**src/rtl/mem_access_ctrl_pkg.sv**
```systemverilog
// rtl/mem_access_ctrl_pkg.sv - shared load/store opcodes, FSM state type and op-class helpers
package mem_access_ctrl_pkg;

    localparam int ALUOP_W = 8;

    localparam logic [ALUOP_W-1:0] ALU_NOP = 8'h00;
    localparam logic [ALUOP_W-1:0] ALU_LB  = 8'h40;
    localparam logic [ALUOP_W-1:0] ALU_LBU = 8'h41;
    localparam logic [ALUOP_W-1:0] ALU_LH  = 8'h42;
    localparam logic [ALUOP_W-1:0] ALU_LHU = 8'h43;
    localparam logic [ALUOP_W-1:0] ALU_LW  = 8'h44;
    localparam logic [ALUOP_W-1:0] ALU_SB  = 8'h48;
    localparam logic [ALUOP_W-1:0] ALU_SH  = 8'h49;
    localparam logic [ALUOP_W-1:0] ALU_SW  = 8'h4A;

    typedef enum logic [1:0] {
        S_IDLE  = 2'd0,
        S_WAIT  = 2'd1,
        S_HOLD  = 2'd2,
        S_DRAIN = 2'd3
    } mem_state_t;

    function automatic logic is_load_op(input logic [ALUOP_W-1:0] op);
        return (op == ALU_LB) || (op == ALU_LBU) || (op == ALU_LH) ||
               (op == ALU_LHU) || (op == ALU_LW);
    endfunction

    function automatic logic is_store_op(input logic [ALUOP_W-1:0] op);
        return (op == ALU_SB) || (op == ALU_SH) || (op == ALU_SW);
    endfunction

endpackage

```
**src/rtl/mem_access_ctrl_align.sv**
```systemverilog
// rtl/mem_access_ctrl_align.sv - byte-lane steering, load extension and misalignment detection
module mem_access_ctrl_align
    import mem_access_ctrl_pkg::*;
(
    input  logic [ALUOP_W-1:0] i_aluop,
    input  logic [1:0]         i_addr_lo,
    input  logic [31:0]        i_st_data,
    input  logic [31:0]        i_rdata,
    output logic               o_is_load,
    output logic               o_is_store,
    output logic               o_misalign,
    output logic [3:0]         o_wen,
    output logic [31:0]        o_wdata,
    output logic [31:0]        o_ld_data
);

    logic [7:0]  w_byte;
    logic [15:0] w_half;

    // Little-endian: address offset 0 is the least significant lane.
    always_comb begin
        w_byte = i_rdata[7:0];
        case (i_addr_lo)
            2'd0:    w_byte = i_rdata[7:0];
            2'd1:    w_byte = i_rdata[15:8];
            2'd2:    w_byte = i_rdata[23:16];
            default: w_byte = i_rdata[31:24];
        endcase
        w_half = i_addr_lo[1] ? i_rdata[31:16] : i_rdata[15:0];
    end

    always_comb begin
        o_is_load  = is_load_op(i_aluop);
        o_is_store = is_store_op(i_aluop);
        o_misalign = 1'b0;
        o_wen      = 4'b0000;
        o_wdata    = 32'h0;
        o_ld_data  = 32'h0;
        case (i_aluop)
            ALU_LB:  o_ld_data = {{24{w_byte[7]}}, w_byte};
            ALU_LBU: o_ld_data = {24'h0, w_byte};
            ALU_LH: begin
                o_misalign = i_addr_lo[0];
                o_ld_data  = {{16{w_half[15]}}, w_half};
            end
            ALU_LHU: begin
                o_misalign = i_addr_lo[0];
                o_ld_data  = {16'h0, w_half};
            end
            ALU_LW: begin
                o_misalign = |i_addr_lo;
                o_ld_data  = i_rdata;
            end
            ALU_SB: begin
                o_wen   = 4'b0001 << i_addr_lo;
                o_wdata = {4{i_st_data[7:0]}};
            end
            ALU_SH: begin
                o_misalign = i_addr_lo[0];
                o_wen      = i_addr_lo[1] ? 4'b1100 : 4'b0011;
                o_wdata    = {2{i_st_data[15:0]}};
            end
            ALU_SW: begin
                o_misalign = |i_addr_lo;
                o_wen      = 4'b1111;
                o_wdata    = i_st_data;
            end
            default: ;
        endcase
    end

endmodule

```
**src/rtl/mem_access_ctrl.sv**
```systemverilog
// rtl/mem_access_ctrl.sv - MEM-stage data-bus controller: request FSM, timeout counter, result hold
module mem_access_ctrl
    import mem_access_ctrl_pkg::*;
#(
    parameter int ADDR_W  = 32,
    parameter int DATA_W  = 32,
    parameter int TIMEOUT = 0
) (
    input  logic               i_clk,
    input  logic               i_rst,
    input  logic               i_stall,
    input  logic               i_flush,
    input  logic [ADDR_W-1:0]  i_pc,
    input  logic [ALUOP_W-1:0] i_aluop,
    input  logic [ADDR_W-1:0]  i_alures,
    input  logic [DATA_W-1:0]  i_st_data,
    output logic               o_dbus_en,
    output logic [ADDR_W-1:0]  o_dbus_addr,
    output logic [3:0]         o_dbus_wen,
    output logic [DATA_W-1:0]  o_dbus_wdata,
    input  logic [DATA_W-1:0]  i_dbus_rdata,
    input  logic               i_dbus_ack,
    output logic [DATA_W-1:0]  o_mem_rdata,
    output logic               o_exc_adel,
    output logic               o_exc_ades,
    output logic               o_exc_dbe,
    output logic [ADDR_W-1:0]  o_badvaddr,
    output logic [ADDR_W-1:0]  o_exc_pc,
    output logic               o_stallreq
);

    localparam int CNT_W = (TIMEOUT > 1) ? $clog2(TIMEOUT) : 1;
    localparam logic [CNT_W-1:0] CNT_LAST = CNT_W'(TIMEOUT - 1);

    mem_state_t         r_state;
    logic [CNT_W-1:0]   r_cnt;
    logic [DATA_W-1:0]  r_hold;
    logic [ALUOP_W-1:0] r_req_op;
    logic [ADDR_W-1:0]  r_req_addr;
    logic [DATA_W-1:0]  r_req_st;
    logic [ADDR_W-1:0]  r_req_pc;

    logic               w_idle;
    logic [ALUOP_W-1:0] w_op;
    logic [ADDR_W-1:0]  w_addr;
    logic [DATA_W-1:0]  w_st;
    logic [ADDR_W-1:0]  w_pc;
    logic               w_is_load;
    logic               w_is_store;
    logic               w_mem_op;
    logic               w_misalign;
    logic [3:0]         w_wen;
    logic [DATA_W-1:0]  w_wdata;
    logic [DATA_W-1:0]  w_ld_data;
    logic               w_issue;
    logic [CNT_W-1:0]   w_cnt_cur;
    logic               w_timeout;

    // Once a request is in flight the EX/MEM inputs may change (flush), so the
    // bus fields come from the captured request rather than the live inputs.
    assign w_idle = (r_state == S_IDLE);
    assign w_op   = w_idle ? i_aluop   : r_req_op;
    assign w_addr = w_idle ? i_alures  : r_req_addr;
    assign w_st   = w_idle ? i_st_data : r_req_st;
    assign w_pc   = w_idle ? i_pc      : r_req_pc;

    mem_access_ctrl_align u_mem_align_unit (
        .i_aluop    (w_op),
        .i_addr_lo  (w_addr[1:0]),
        .i_st_data  (w_st),
        .i_rdata    (i_dbus_rdata),
        .o_is_load  (w_is_load),
        .o_is_store (w_is_store),
        .o_misalign (w_misalign),
        .o_wen      (w_wen),
        .o_wdata    (w_wdata),
        .o_ld_data  (w_ld_data)
    );

    assign w_mem_op  = w_is_load | w_is_store;
    assign w_issue   = w_idle && w_mem_op && !w_misalign && !i_flush;
    // The issuing cycle counts as cycle 0 of the wait budget.
    assign w_cnt_cur = (r_state == S_WAIT) ? r_cnt : '0;
    assign w_timeout = (TIMEOUT > 0) && (w_cnt_cur == CNT_LAST) && !i_dbus_ack;

    always_ff @(posedge i_clk) begin
        if (i_rst) begin
            r_state    <= S_IDLE;
            r_cnt      <= '0;
            r_hold     <= '0;
            r_req_op   <= '0;
            r_req_addr <= '0;
            r_req_st   <= '0;
            r_req_pc   <= '0;
        end else begin
            case (r_state)
                S_IDLE: begin
                    if (w_issue) begin
                        r_req_op   <= i_aluop;
                        r_req_addr <= i_alures;
                        r_req_st   <= i_st_data;
                        r_req_pc   <= i_pc;
                        if (i_dbus_ack) begin
                            r_hold  <= w_ld_data;
                            r_state <= i_stall ? S_HOLD : S_IDLE;
                        end else if (!w_timeout) begin
                            r_cnt   <= CNT_W'(1);
                            r_state <= S_WAIT;
                        end
                    end
                end
                S_WAIT: begin
                    if (i_flush) begin
                        r_state <= i_dbus_ack ? S_IDLE : S_DRAIN;
                    end else if (i_dbus_ack) begin
                        r_hold  <= w_ld_data;
                        r_state <= i_stall ? S_HOLD : S_IDLE;
                    end else if (w_timeout) begin
                        r_state <= S_IDLE;
                    end else begin
                        r_cnt <= r_cnt + CNT_W'(1);
                    end
                end
                S_HOLD: begin
                    if (i_flush || !i_stall) r_state <= S_IDLE;
                end
                S_DRAIN: begin
                    if (i_dbus_ack) r_state <= S_IDLE;
                end
                default: r_state <= S_IDLE;
            endcase
        end
    end

    always_comb begin
        o_dbus_en    = 1'b0;
        o_dbus_addr  = '0;
        o_dbus_wen   = 4'b0000;
        o_dbus_wdata = '0;
        o_mem_rdata  = '0;
        o_exc_adel   = 1'b0;
        o_exc_ades   = 1'b0;
        o_exc_dbe    = 1'b0;
        o_badvaddr   = '0;
        o_exc_pc     = '0;
        o_stallreq   = 1'b0;
        if (!i_rst) begin
            case (r_state)
                S_IDLE: begin
                    if (w_issue) begin
                        o_dbus_en  = 1'b1;
                        o_stallreq = !i_dbus_ack;
                        if (i_dbus_ack) begin
                            o_mem_rdata = w_ld_data;
                        end else if (w_timeout) begin
                            o_exc_dbe  = 1'b1;
                            o_badvaddr = w_addr;
                            o_exc_pc   = w_pc;
                            o_stallreq = 1'b0;
                        end
                    end else if (w_mem_op && w_misalign && !i_flush) begin
                        o_exc_adel = w_is_load;
                        o_exc_ades = w_is_store;
                        o_badvaddr = w_addr;
                        o_exc_pc   = w_pc;
                    end
                end
                S_WAIT: begin
                    o_dbus_en  = 1'b1;
                    o_stallreq = !i_dbus_ack;
                    if (!i_flush) begin
                        if (i_dbus_ack) begin
                            o_mem_rdata = w_ld_data;
                        end else if (w_timeout) begin
                            o_exc_dbe  = 1'b1;
                            o_badvaddr = w_addr;
                            o_exc_pc   = w_pc;
                            o_stallreq = 1'b0;
                        end
                    end
                end
                S_HOLD: o_mem_rdata = r_hold;
                S_DRAIN: begin
                    o_dbus_en  = 1'b1;
                    o_stallreq = !i_dbus_ack;
                end
                default: ;
            endcase
            if (o_dbus_en) begin
                o_dbus_addr  = {w_addr[ADDR_W-1:2], 2'b00};
                o_dbus_wen   = w_wen;
                o_dbus_wdata = w_wdata;
            end
        end
    end

endmodule

```
**config.mk**
```make
export PLATFORM = sky130hd
export DESIGN_NAME = mem_access_ctrl
export DESIGN_NICKNAME = d
export VERILOG_FILES = /design/src/rtl/mem_access_ctrl_pkg.sv /design/src/rtl/mem_access_ctrl_align.sv /design/src/rtl/mem_access_ctrl.sv
export SDC_FILE = /design/constraint.sdc
export NUM_CORES = 1
export LEC_CHECK = 0
export ABC_AREA = 1
export CAP_MARGIN = 20
export CORE_MARGIN = 2
export CORE_UTILIZATION = 45
export DETAILED_ROUTE_END_ITERATION = 10
export GPL_ROUTABILITY_DRIVEN = 0
export PLACE_DENSITY_LB_ADDON = 0.3
export SYNTH_ARGS = -nofsm -noshare
export SYNTH_HDL_FRONTEND = slang
export SYNTH_SLANG_ARGS = --single-unit
```
**constraint.sdc**
```tcl
create_clock -name i_clk -period 4.1 [get_ports i_clk]
set_clock_uncertainty 0.15 [all_clocks]
set_input_delay 0.615 -clock i_clk [delete_from_list [all_inputs] [get_ports i_clk]]
set_output_delay 0.615 -clock i_clk [all_outputs]
set_load 0.01 [all_outputs]
```
==> results.toml, run 1 <==
[synthesis]
muxShareOfSynthArea_pct = 0
ys_ff_latch = 106
synthArstFlopShare_pct = 0
synth_warnings = 0
synth_area_sq_um = 7240
synthSimpleGateAreaFrac_pct = 30.4
synth-adder-area-share_pct = 0
ys.flop_type = "dfxtp_1"
synth_seq_area_share_pct = 29.3
synth-compound-area-share_pct = 26.3
yosysUniqueCellTypes = 33
synth-edff-count = 0
postSynthAreaPerCell_sq_um = 5.89
synthCells = 1230
synth_top_family_by_area = "simple AND/OR/NAND/NOR gates"
synth_xor_area_share_pct = 0

[drt]
routedWlPerCell_microns = 14.8
postRouteAntennaNets = 0
drt_iter0_drc = 757
viasPerCell = 5.20
drt-total-wl_microns = 25500
drc = 0
drt-pass1-iter-count = 6
num_vias = 8981

[setup_path]
crit_path_max_fanout = 55
cp.required_ps = 3340
cp_cell_sequence = "clkdlybuf4s50_1 -> inv_1 -> nor2_1 -> nand3_2 -> nand2_4 -> nand3_2 -> nand2_1 -> nand2_1 -> nand2_2 -> nand4_1 -> buf_12 -> nor2_1 -> clkdlybuf4s50_1"
cp_slowest_cell = "clkdlybuf4s50_1"
arrival_ps = 3230
worst_setup_path_start_kind = "primary input"
critPathMaxStageDelay_ps = 560
end_kind = "output port"
setup.worst_path.class = "in -> out"

[sta]
tns_ps = 0
drv_slew = 0
period_minus_slack_ps = 3990
worst_slew_pin_slew_ps = 1020
timing.slew.headroom_pct = 31.7
rsz0062_at_grt = "yes"
hold_viol = 0
fin_crit_sh_pct = 97.4
max_freq_mhz = 250
setup_violations = 0

[power]
powerDensity_nw_per_um2 = 215
ir_drop_v = 0.000205
p_leak_uw = 0.00479

[global_routing]
grt_pass1_wl_microns = 38200
grt_max_degree = 122
grtUsageTotal_pct = 28.1
overflow = 0
grt_pass1_vias = 7721
antenna_found_initial = 0

[job]
maxCapViolCount = 0

[floorplanning]
die_w_microns = 131
dieArea_sq_um = 17100
core-area_sq_um = 15800
die_h_microns = 131
rows = 46
io_pins = 310
start_util_pct = 45.7

[placed_design]
portBuffers = 306
post-dp-hpwl_microns = 18900
place_area_sq_um = 10500

[clock_network]
numCtsBuffers = 9
clock_sinks = 106
cts_htree_levels = 3
clock_latency_ps = 360
root_buffer = "clkbuf_16"
cts_tree = "done"
cts_hold_buf = 0
cts_max_path_buffers = 2
clkTransAtPathRegs_ps = 90

[layout]
area_growth_pct = 51.5
layout-drive-gt1-share_pct = 8.41
nets = 1646
antennaDiodeCount = 0
final_common_cell = "clkdlybuf4s50_1"
most-common-layout-cells = "294 x clkdlybuf4s50_1, 242 x nand2_1, 198 x nor2_1"
fin_area_sq_um = 11000

[worst_hold_path]
min_path_type = "reg -> reg"

[status]
outcome = "completed"
## per-stage QoR
| stage | setup slack (ps) | utilization (%) | power [uW] | std cells | hold WS (ps) |
|---|---|---|---|---|---|
| 2_1_floorplan | 1200 | - | 1230 | 1232 | 284 |
| 3_3_place_gp | 101 | 66.4 | 1420 | 1704 | 296 |
| 3_5_place_dp | 48.7 | 66.4 | 1420 | 1704 | 301 |
| 4_1_cts | 40.3 | 68.4 | 2360 | 1720 | 314 |
| 5_1_grt | -27.0 | 69.3 | 2440 | 1726 | 329 |
| 6_report | 106 | 69.3 | 2360 | 1726 | 309 |
## cells in the mapped netlist, types with 2 or more instances
| library cell | instances | area share [%] |
|---|---|---|
| buf_2 | 26 | 1.8 |
| nor2_4 | 3 | 0.47 |
| o21ai_0 | 158 | 11 |
| buf_4 | 6 | 0.62 |
| nand3_2 | 2 | 0.28 |
| nand2_2 | 6 | 0.52 |
| nor2_8 | 2 | 0.55 |
| clkbuf_1 | 48 | 2.5 |
| a211oi_1 | 12 | 1.2 |
| nand4_1 | 4 | 0.35 |
| nand2_4 | 2 | 0.31 |
| a21oi_2 | 9 | 1.1 |
| or2_2 | 2 | 0.17 |
| nor2_1 | 201 | 10 |
| o211ai_1 | 8 | 0.83 |
| a22oi_1 | 10 | 1.0 |
| dfxtp_1 | 106 | 29 |
| nand2_1 | 244 | 13 |
| o21ai_1 | 3 | 0.21 |
| nor2_2 | 24 | 2.1 |
| inv_2 | 5 | 0.26 |
| a21oi_1 | 151 | 10 |
| buf_6 | 6 | 0.93 |
| inv_1 | 150 | 7.8 |
| nor3b_1 | 3 | 0.31 |
| nand3_1 | 32 | 2.2 |
## registers in the layout, summed over array words and instances, names as in the netlist
register / cells
r_state: 2
r_req_st: 32
r_req_op: 8
r_hold: 32
r_req_addr: 32
## layout make-up
cell class                 count  area, sq um
tap                          216          270
fill                        1396         4860
inverter                     155          582
timing repair buffer         348         3490
sequential                   106         2130
clock inverter                 7         98.8
multi-input combinational    885         4180
clock buffer                   9          225
## power by group
part | switching (uW) | internal [uW]
logic | 186 | 178
registers | 5.42 | 1040
clock network | 456 | 493
total | 648 | 1710
## worst max-delay path: cells and delay by family
family	cells	cell delay [ps]
buffers and inverters	4	1280
AND/OR/NAND/NOR	9	1260
## metal layers
metal	track usage, %	wire (microns)	vias up
li1	-	-	4458
met1	35.2	10300	4025
met2	46.5	11900	445
met3	6.68	2540	53
met4	11.4	794	0
met5	0	0	-
## timing repair
action,in CTS,in global routing
gates resized for setup,1,32
pin swaps,0,2
buffers inserted,0,5
endpoints found under the setup margin,13,108
cloned,0,1
## final timing paths
| check | startpoint | end | slack, ps | depth (start not counted) |
|---|---|---|---|---|
| setup reg to reg | r_state[0] | r_state[1] | 790 | 15 |
| hold reg to reg | r_req_st[3] | r_req_st[3] | 310 | 2 |
| setup / recovery | i_aluop[6] | o_badvaddr[12] | 110 | 13 |
| hold / removal | r_req_st[3] | r_req_st[3] | 310 | 2 |
## cells by family after synthesis
kind of cell / count (synthesis)
AO/OA/AOI/OAI: 355
buffers and inverters: 242
flip-flops: 106
other: 1
AND/OR/NAND/NOR: 526
Note: power is estimated with default switching activity, not from simulation.
==> run 2: changes to the inputs <==
Settings changed: CTS_CLUSTER_SIZE set to 8, SLEW_MARGIN set to 20.
==> results of run 2 <==
Final layout, timing and power as in run 1 (identical DEF).
